File: config.mk
export PLATFORM = sky130hd
export DESIGN_NAME = uart_rx_oversampled
export DESIGN_NICKNAME = d
export VERILOG_FILES = /design/src/rtl/uart_rx_oversampled.sv
export SDC_FILE = /design/constraint.sdc
export NUM_CORES = 1
export LEC_CHECK = 0
export CORE_AREA = 3 3 66 68
export DETAILED_ROUTE_END_ITERATION = 10
export DIE_AREA = 0 0 69 71
export PLACE_DENSITY = 0.77
export SLEW_MARGIN = 0
export SYNTH_ARGS = -nofsm -noshare
export SYNTH_HDL_FRONTEND = slang
export SYNTH_SLANG_ARGS = --single-unit
File: constraint.sdc
create_clock -name clk -period 1.8 [get_ports clk]
set_input_delay 0.36 -clock clk [delete_from_list [all_inputs] [get_ports clk]]
set_output_delay 0.36 -clock clk [all_outputs]
set_load 0.005 [all_outputs]
File: src/rtl/uart_rx_oversampled.sv
// UART receiver fed by a 1-cycle oversample strobe (OVERSAMPLE ticks per bit).
// It confirms the start bit at mid-bit, then samples data, optional parity and stop at bit centres.
module uart_rx_oversampled #(
    parameter int DATA_BITS  = 8,
    parameter int OVERSAMPLE = 16
) (
    input  logic                 clk,
    input  logic                 rst,
    input  logic                 tick,
    input  logic                 rxd,
    input  logic                 parity_en,
    input  logic                 parity_odd,
    output logic [DATA_BITS-1:0] data_out,
    output logic                 data_valid,
    output logic                 parity_err,
    output logic                 frame_err,
    output logic                 busy,
    output logic [2:0]           state_dbg
);

    localparam int CW = $clog2(OVERSAMPLE);
    localparam int BW = $clog2(DATA_BITS + 1);
    localparam logic [CW-1:0] HALF_LAST = CW'(OVERSAMPLE / 2 - 1);
    localparam logic [CW-1:0] FULL_LAST = CW'(OVERSAMPLE - 1);
    localparam logic [BW-1:0] BIT_LAST  = BW'(DATA_BITS - 1);

    typedef enum logic [2:0] {
        IDLE   = 3'd0,
        START  = 3'd1,
        DATA   = 3'd2,
        PARITY = 3'd3,
        STOP   = 3'd4,
        BREAK  = 3'd5
    } state_t;

    state_t               state;
    logic                 rxd_meta;
    logic                 rxd_s;
    logic [CW-1:0]        cnt;
    logic [BW-1:0]        bit_idx;
    logic [DATA_BITS-1:0] shift;
    logic                 par_en_l;
    logic                 par_odd_l;
    logic                 par_mis;

    assign state_dbg = state;

    // Two-flop synchroniser; reset to the idle level so reset never looks like a start edge.
    always_ff @(posedge clk or negedge rst) begin
        if (!rst) begin
            rxd_meta <= 1'b1;
            rxd_s    <= 1'b1;
        end else begin
            rxd_meta <= rxd;
            rxd_s    <= rxd_meta;
        end
    end

    // data_valid is a single-cycle strobe with no ready: the consumer must take
    // data_out/parity_err/frame_err in that cycle; they hold until the next strobe.
    always_ff @(posedge clk or negedge rst) begin
        if (!rst) begin
            state      <= IDLE;
            cnt        <= '0;
            bit_idx    <= '0;
            shift      <= '0;
            par_en_l   <= 1'b0;
            par_odd_l  <= 1'b0;
            par_mis    <= 1'b0;
            data_out   <= '0;
            data_valid <= 1'b0;
            parity_err <= 1'b0;
            frame_err  <= 1'b0;
            busy       <= 1'b0;
        end else begin
            data_valid <= 1'b0;
            case (state)
                IDLE: begin
                    // A tick coinciding with detection is deliberately not counted.
                    if (!rxd_s) begin
                        state <= START;
                        cnt   <= '0;
                        busy  <= 1'b1;
                    end
                end
                START: begin
                    if (tick) begin
                        if (cnt == HALF_LAST) begin
                            if (rxd_s) begin
                                state <= IDLE;
                                busy  <= 1'b0;
                            end else begin
                                state     <= DATA;
                                cnt       <= '0;
                                bit_idx   <= '0;
                                par_en_l  <= parity_en;
                                par_odd_l <= parity_odd;
                                par_mis   <= 1'b0;
                            end
                        end else begin
                            cnt <= cnt + 1'b1;
                        end
                    end
                end
                DATA: begin
                    if (tick) begin
                        if (cnt == FULL_LAST) begin
                            cnt     <= '0;
                            shift   <= {rxd_s, shift[DATA_BITS-1:1]};
                            bit_idx <= bit_idx + 1'b1;
                            if (bit_idx == BIT_LAST) begin
                                state <= par_en_l ? PARITY : STOP;
                            end
                        end else begin
                            cnt <= cnt + 1'b1;
                        end
                    end
                end
                PARITY: begin
                    if (tick) begin
                        if (cnt == FULL_LAST) begin
                            cnt     <= '0;
                            par_mis <= rxd_s ^ (^shift) ^ par_odd_l;
                            state   <= STOP;
                        end else begin
                            cnt <= cnt + 1'b1;
                        end
                    end
                end
                STOP: begin
                    if (tick) begin
                        if (cnt == FULL_LAST) begin
                            cnt        <= '0;
                            data_out   <= shift;
                            data_valid <= 1'b1;
                            parity_err <= par_en_l & par_mis;
                            frame_err  <= ~rxd_s;
                            // A low stop bit means the line may stay low; wait it out in BREAK.
                            state      <= rxd_s ? IDLE : BREAK;
                            busy       <= ~rxd_s;
                        end else begin
                            cnt <= cnt + 1'b1;
                        end
                    end
                end
                BREAK: begin
                    if (rxd_s) begin
                        state <= IDLE;
                        busy  <= 1'b0;
                    end
                end
                default: begin
                    state <= IDLE;
                    busy  <= 1'b0;
                end
            endcase
        end
    end

endmodule
==> summary.txt <==
Final critical-path setup slack -> 0.0308 ns
Initial antenna violation count -> 0
R2r worst-path depth -> 6
Fin. Hold Viols -> 0
Root buffer cell -> clkbuf_8
Final Cell Area -> 2440 µm²
Pwr dens -> 1160 nW/µm²
Met3 WL -> 170 µm
Worst-Margin Slew -> 0.445 ns
Static Leak -> 1.18 nW
# setup viols final -> 0
FILL cells -> 333
Final period util -> 98.3%
Most common cell after layout, fill and taps aside -> nand2_1
TritonRoute pass-1 iters -> 4
Placed cells -> 261
Clock Skew -> 0.00626 ns
CP required -> 2.00 ns
Worst setup path class -> flop to flop
Yosys warns -> 0
Vias -> 1463
Synth top area share -> 45.0%
Most frequent cells in the layout -> 33 x nand2_1, 32 x dfrtp_1, 21 x buf_4, 19 x clkdlybuf4s50_1
Layout Cells excl Fill -> 273
Max layer used -> met4
Hold_buf cts -> 0
Area delta synth->final -> 29.0%
Worst Path Arrival -> 1.97 ns
Initial Utilization -> 48.3%
# diodes -> 0
Gr usage total -> 17.4%
Syn nets -> 188
EDFF count, synth -> 0
Asr flop ratio synth -> 100%
Crit-path max FO -> 4
Metal2 WL -> 1.93 mm
Ratio of cells with drive above 1 in the final layout -> 26.0%
Gr ovfl total -> 0
Vias per cell -> 5.36
Cell Rows -> 23
Count of cell types in the netlist -> 51
CP max-delay cell -> dfrtp_1
Maximum vdd ir drop -> 0.594 mV
Post-layout net count -> 230
Syn Area/Cell -> 10.5 µm²
Top cells by area, synth -> dfrtp_1 45%, mux2_2 7.1%, nand2_1 6.5%
Power, Total -> 0.00282 W
CP Launch Type -> flop
Clock Path Buffers -> 2
DRT met1 WL -> 1.77 mm
Initial drt markers -> 120
Final Max Slew Viols -> 0
Reg2reg end -> state_dbg[0]$_DFFE_PN0P_
Dominant synthesized flop cell -> dfrtp_1
Fmax -> 565 MHz
Relative slew slack -> 70.3%
Post-Synthesis Cells -> 180
Worst-path cell chain -> ha_2 > and3_4 > buf_6 > a2111oi_4 > a221o_1 > mux2i_1
Die area -> 4900 µm²
Die width -> 69 µm
Peak per-stage delay on the critical path -> 0.41 ns
Routed WL -> 3.88 mm
Final GP Congestion -> 0.861
Clock Latency Late Sink -> 0.29 ns
Cell accounting for the most synthesized area -> dfrtp_1
Worst Hold Class -> flop to flop
Die Y -> 71 µm
Io pins -> 21
Hpwl dp -> 2.70 mm
Post-DP Area -> 2270 µm²
Critical Path Sink -> state_dbg[0]$_DFFE_PN0P_
# DRC -> 0
Outcome -> finished clean
DR WL/cell -> 14.2 µm
Flop-to-flop setup slack -> 0.03 ns
Final ANT Viol Nets -> 0
Max_cap viols -> 0
Seq cells post-synth -> 36
# H-tree levels -> 2
Worst Setup SP -> cnt[0]$_DFFE_PN0P_
CP Capture Type -> flop
RSZ-0062 raised after global routing -> true
CORE AREA -> 3910 µm²
First-pass GRT wire length -> 6.82 mm
Fin util -> 62.4%
Fin crit period -> 1.77 ns
Total CTS buffers -> 5
Reg-to-reg startpoint -> cnt[0]$_DFFE_PN0P_
Crit path max-delay family -> compound AO/OA/AOI/OAI gates
Clock sinks -> 36
Sequential-to-total area share from yosys stat -> 47.8%
CTS tree -> built
Post-Syn Area -> 1890 µm²
Clk slew on worst S/H paths -> 0.07 ns
DP Worst Slack -> -0.184 ns
CP Depth -> 6
Vias in the first global route -> 1475
Buffers & Inverters on Critical Path -> 1
Buffers on Ports -> 20
Largest net degree at the start of global routing -> 37
==> stage by stage <==
step,hold WS (ns),TNS (ns)
3_5_place_dp,0.353,-2.08
6_report,0.361,0
4_1_cts,0.363,0
3_3_place_gp,0.346,-1.73
5_1_grt,0.367,-0.0673
2_1_floorplan,0.0644,0
==> what timing repair did <==
item                                    CTS  global route
pin swaps                                 0             2
setup buffers                             0             4
gates resized for setup                   3             4
endpoints found under the setup margin    2            14
endpoints found under the hold margin     0             0
==> area by class of cell <==
cell class / count / area, µm² / share of cell area, %
Multi-Input combinational cell: 130 / 908 / 37.2
Sequential cell: 36 / 906 / 37.1
Timing Repair Buffer: 45 / 423 / 17.3
Clock buffer: 7 / 96.3 / 3.95
Tap cell: 50 / 62.6 / 2.56
Clock inverter: 1 / 30.0 / 1.23
Inverter: 4 / 15.0 / 0.615
==> layer usage <==
| metal | vias up | global-route usage [%] |
|---|---|---|
| met2 | 39 | 27.6 |
| met3 | 2 | 4.83 |
| li1 | 720 | - |
| met5 | - | 0 |
| met1 | 702 | 22.9 |
| met4 | 0 | 6.07 |
==> report_power, final <==
part / internal [W] / leakage [nW] / switching (W) / total (W)
Sequential: 0.000900 / 0.484 / 0.000121 / 0.00102
Combinational: 0.000551 / 0.627 / 0.000482 / 0.00103
Clock: 0.000488 / 0.0645 / 0.000278 / 0.000766
Total: 0.00194 / 1.18 / 0.000881 / 0.00282
==> worst min path at each step <==
stage	from	endpoint	cells after the start
finish	rxd_meta$_DFF_PN1_	rxd_s$_DFF_PN1_	0
global placement	rxd_meta$_DFF_PN1_	rxd_s$_DFF_PN1_	0
global route	rxd_meta$_DFF_PN1_	rxd_s$_DFF_PN1_	0
floorplan	rst	bit_idx[0]$_DFFE_PN0P_	0
detailed placement	rxd_meta$_DFF_PN1_	rxd_s$_DFF_PN1_	0
CTS	rxd_meta$_DFF_PN1_	rxd_s$_DFF_PN1_	0
==> sequential cells by signal (all words and copies together) (netlist names) <==
name	count
data_out	8
shift	8
bit_idx	4
cnt	4
state_dbg	3
busy	1
data_valid	1
frame_err	1
par_en_l	1
par_mis	1
par_odd_l	1
parity_err	1
rxd_meta	1
rxd_s	1
==> cells by family after synthesis <==
kind of cell | count (synthesis) | synth area share (%)
AO/OA/AOI/OAI | 38 | 15.0
XOR/XNOR | 8 | 4.43
adder cells (fa/ha/maj) | 2 | 1.32
buffers and inverters | 14 | 4.36
flip-flops | 36 | 47.8
multiplexers | 14 | 8.20
AND/OR/NAND/NOR | 68 | 18.9
==> cells in the mapped netlist (3+ instances only) <==
cell type and instances:
buf_2 3, xnor2_1 6, a21oi_1 5, nand2b_1 3, dfrtp_1 34, nand3_1 5
nor2b_1 4, nand2_1 33, mux2_2 12, buf_4 3, inv_1 3, nor3_1 3
o21ai_0 13, nor2_1 5
No activity file was read; power rests on OpenSTA's default activity.
